### src/rtl/prbs_lfsr.sv
`default_nettype none
// ============================================================================
//  Module      : prbs_lfsr
//  Description : Fibonacci LFSR for polynomial x^LEN + x^TAP + 1. Shifts left
//                with the new bit entering at sr[0]; the new bit is either
//                the external input or the LFSR's own prediction. Shared by
//                the chain-input generator and the chain-output checker.
//  Revision    : 1.0  initial release
// ============================================================================
module prbs_lfsr #(
    parameter int              LEN  = 7,
    parameter int              TAP  = 6,
    parameter logic [LEN-1:0]  SEED = '0
) (
    input  logic           clk,
    input  logic           rst,
    input  logic           shift_en,
    input  logic           sel_fb,
    input  logic           din,
    output logic           pred,
    output logic [LEN-1:0] sr
);

    logic [LEN-1:0] r_sr;
    logic           w_next_bit;

    assign pred       = r_sr[LEN-1] ^ r_sr[TAP-1];
    assign w_next_bit = sel_fb ? pred : din;
    assign sr         = r_sr;

    // Shift register: advances only on shift_en, free-runs when sel_fb is set
    always_ff @(posedge clk or posedge rst) begin
        if (rst) begin
            r_sr <= SEED;
        end else if (shift_en) begin
            r_sr <= {r_sr[LEN-2:0], w_next_bit};
        end
    end

endmodule
`default_nettype wire

### config.mk
export PLATFORM = sky130hd
export DESIGN_NAME = prbs_lfsr
export DESIGN_NICKNAME = d
export VERILOG_FILES = /design/src/rtl/prbs_lfsr.sv
export SDC_FILE = /design/constraint.sdc
export NUM_CORES = 1
export LEC_CHECK = 0
export BUFFER_PORTS_ARGS = -buffer_cell sky130_fd_sc_hd__buf_4
export CAP_MARGIN = 20
export CORE_AREA = 5 5 42 44
export CTS_BUF_LIST = sky130_fd_sc_hd__clkbuf_2
export DETAILED_ROUTE_END_ITERATION = 8
export DIE_AREA = 0 0 47 49
export REMOVE_ABC_BUFFERS = 1
export SETUP_SLACK_MARGIN = 0.2
export SLEW_MARGIN = 20
export SYNTH_ARGS = -nofsm -noshare
export SYNTH_HDL_FRONTEND = slang
export SYNTH_SLANG_ARGS = --single-unit
### constraint.sdc
create_clock -name clk -period 1.15 [get_ports clk]
set_input_delay 0.1725 -clock clk [delete_from_list [all_inputs] [get_ports clk]]
set_output_delay 0.1725 -clock clk [all_outputs]
set_load 0.01 [all_outputs]
==> summary.txt <==
GRT
  • Vias in the first global route: 266
  • Met1 Use GR: 0.0876
  • Met2 Use GR: 0.0882
  • Congestion Overflow GR: 0
  • M3 GR Usage: 0.0627
  • Largest net degree at the start of global routing: 10
  • Gr usage total: 0.0738
  • GR peak layer: met2
  • Initial antenna violation count: 0
  • Global-route wire length before repair: 1170 µm

Clocking
  • H-tree depth: 1
  • CTS sink cnt: 7
  • Root buf cell: clkbuf_2
  • CTS tree: done
  • Number of CTS-inserted buffers: 3
  • Clk_lat worst skew: 0.23 ns
  • CTS clock-pin slew for the worst setup and hold paths: 0.08 ns
  • Maximum clock insertion buffer count: 2

Worst setup path
  • CP startpoint kind: flop
  • CP max stage delay: 0.40 ns
  • CP arrival: 0.98 ns
  • Kind of critical path: flop to output port
  • WP data required: 0.98 ns
  • RR Endpoint: sr[0]
  • CP delay by family, top: flip-flops
  • CP Capture Type: output port
  • R2R Path Start: sr[6]
  • Crit-path cells: xor2_1, buf_4
  • Worst path depth: 2
  • R2R setup slack: 0.08 ns
  • Worst Setup EP: pred
  • CP max-delay cell: dfrtp_1
  • WP buf/inv: 1
  • FF-to-FF path depth: 3
  • Critical Path Start: sr[6]
  • Worst Path Max Fanout: 2

Floorplan
  • Die X: 47 µm
  • Die Y: 49 µm
  • Number of core rows: 14
  • Die area: 0.00230 mm²
  • Core area: 0.00140 mm²
  • IO Pins: 13
  • Starting density of the core: 0.214

Logic synthesis
  • Post-synthesis cell count: 20
  • Yosys cell types: 9
  • Share of synthesized flip-flops with an asynchronous set or reset: 1.00
  • Dominant cell type by area after synthesis: dfrtp_1
  • Mapped Area: 300 µm²
  • Synth top area share: 0.583
  • Synth Register Bits: 7
  • Synth Warn #: 0
  • Sequential area share after synthesis: 0.583
  • Top-count cell post-synth: dfrtp_1
  • Synth area leaders: dfrtp_1 (58%), mux2_2 (22%), buf_6 (3.8%), and2b_4 (3.3%), a211o_1 (2.9%)
  • Avg Inst Size Synth: 15.0 µm²
  • Post-synth top cells: dfrtp_1 (7), mux2_2 (6)
  • Ys flop type: dfrtp_1
  • EDFF count, synth: 0

Timing
  • Max transition margin: 0.823
  • Fmax: 0.865 GHz
  • Final hold violation count: 0
  • Pin slew with the least headroom to its limit: 0.266 ns
  • Final worst path period need: 1.16 ns
  • Final slew viol count: 0
  • Clk_skew: 0.00570 ns
  • RSZ-0062 raised after global routing: true
  • Final setup viols: 1
  • Final period utilization: 1.01
  • Setup ws final: -0.00669 ns

Final layout
  • Max reg flops: 7
  • Share of cells above drive strength 1: 0.698
  • Fin nets: 49
  • Area Overhead vs Synth: 70.4%
  • Diodes inserted: 0
  • Final instance area: 512 µm²
  • Util after Layout: 0.365

Placed design
  • Routability cong.: 0.687
  • Post-place setup slack: 0.193 ns
  • Hpwl dp: 418 µm
  • IO Port Bufs: 12
  • Area of placed instances: 399 µm²

Route
  • Initial detailed-routing violation count: 2
  • Via count: 245
  • Remaining DRCs: 0
  • TritonRoute pass-1 iters: 3
  • Overall routed net length: 668 µm
  • Antenna Violating Nets Remaining: 0
  • Vias/cell: 4.15
  • Routed length per placed instance: 11.3 µm

Hold path
  • Hold WC Path Type: primary input to flop

Pwr
  • Sw Ratio: 0.310
  • Pwr dens: 2790 mW/mm²
  • Sw power: 0.443 mW
  • Leakage: 0.269 nW
  • Comb power frac: 0.547
  • Internal Pwr Total: 0.987 mW
  • Reg power frac: 0.324
  • Clock Power Share: 0.129
  • Worst vdd ir: 0.000986 V

Run status
  • Status: finished, violations left
  • Failing checks: negative setup slack

Flow run
  • Max-Cap Viols: 0
-- worst reg2reg max path, cell delays in order (launching register included) --
cell     delay, ns
dfrtp_1       0.40
xor2_1        0.18
buf_4         0.13
a211o_1       0.24
-- logic make-up after synthesis --
group                     count (synthesis)  share of synthesized area
and+or+nand+nor                           3                     0.0834
muxes                                     6                      0.225
buffers and inverters                     2                     0.0500
DFF                                       7                      0.583
AOI/OAI and AO/OA                         1                     0.0292
xor gates and xnor gates                  1                     0.0292
-- cells in the final DEF (no fill, tap or decap), drive strengths merged, types with 4 or more instances in the layout --
cell	n
dfrtp	7
mux2	6
buf	19
clkbuf	4
-- power by group through the flow --
stage / registers (mW) / clock network (mW) / logic (mW)
5_1_grt: 0.481 / 0.210 / 0.848
4_1_cts: 0.451 / 0.199 / 0.717
3_3_place_gp: 0.460 / 0 / 0.491
6_report: 0.464 / 0.184 / 0.782
3_5_place_dp: 0.458 / 0 / 0.496
2_1_floorplan: 0.501 / 0 / 0.168
-- cell type report --
cell class / count / area (µm²)
fillers: 150 / 890
repair buffers: 20 / 183
flip-flops and latches: 7 / 175
multi-input cells: 11 / 110
clock buffers: 4 / 20.0
well taps: 16 / 20.0
inverters: 1 / 3.75
-- worst min path at each step --
stage	startpoint	endpoint	slack [ns]	depth (start not counted)
after detailed placement	rst	sr[1]	0.13	2
after global placement	rst	sr[2]	0.13	2
after global routing	shift_en	sr[3]	0.26	2
after CTS	shift_en	sr[2]	0.25	2
final	shift_en	sr[1]	0.27	2
after floorplan	rst	sr[0]	-0.02	1
-- routing by layer --
layer | vias up | routed length, µm
met5 | - | 0
met3 | 0 | 88
met2 | 13 | 273
met1 | 120 | 307
met4 | 0 | 0
li1 | 112 | -
-- repair_timing --
action	4_1_cts	5_1_grt
cloned	0	0
endpoints found under the setup margin	9	9
endpoints found under the hold margin	7	0
resized for setup	4	4
buffers inserted	6	1
pin swaps	1	0
hold buffers	1	0
-- metrics by stage --
step	instances	total power, mW	hold WS, ns	setup TNS (ns)
floorplan	19	0.669	-0.0241	0
global placement	47	0.951	0.127	0
detailed placement	47	0.954	0.127	0
CTS	58	1.37	0.252	-0.0159
global route	59	1.54	0.263	-0.0660
finish	59	1.43	0.271	-0.00669
No activity file was read; power rests on OpenSTA's default activity.
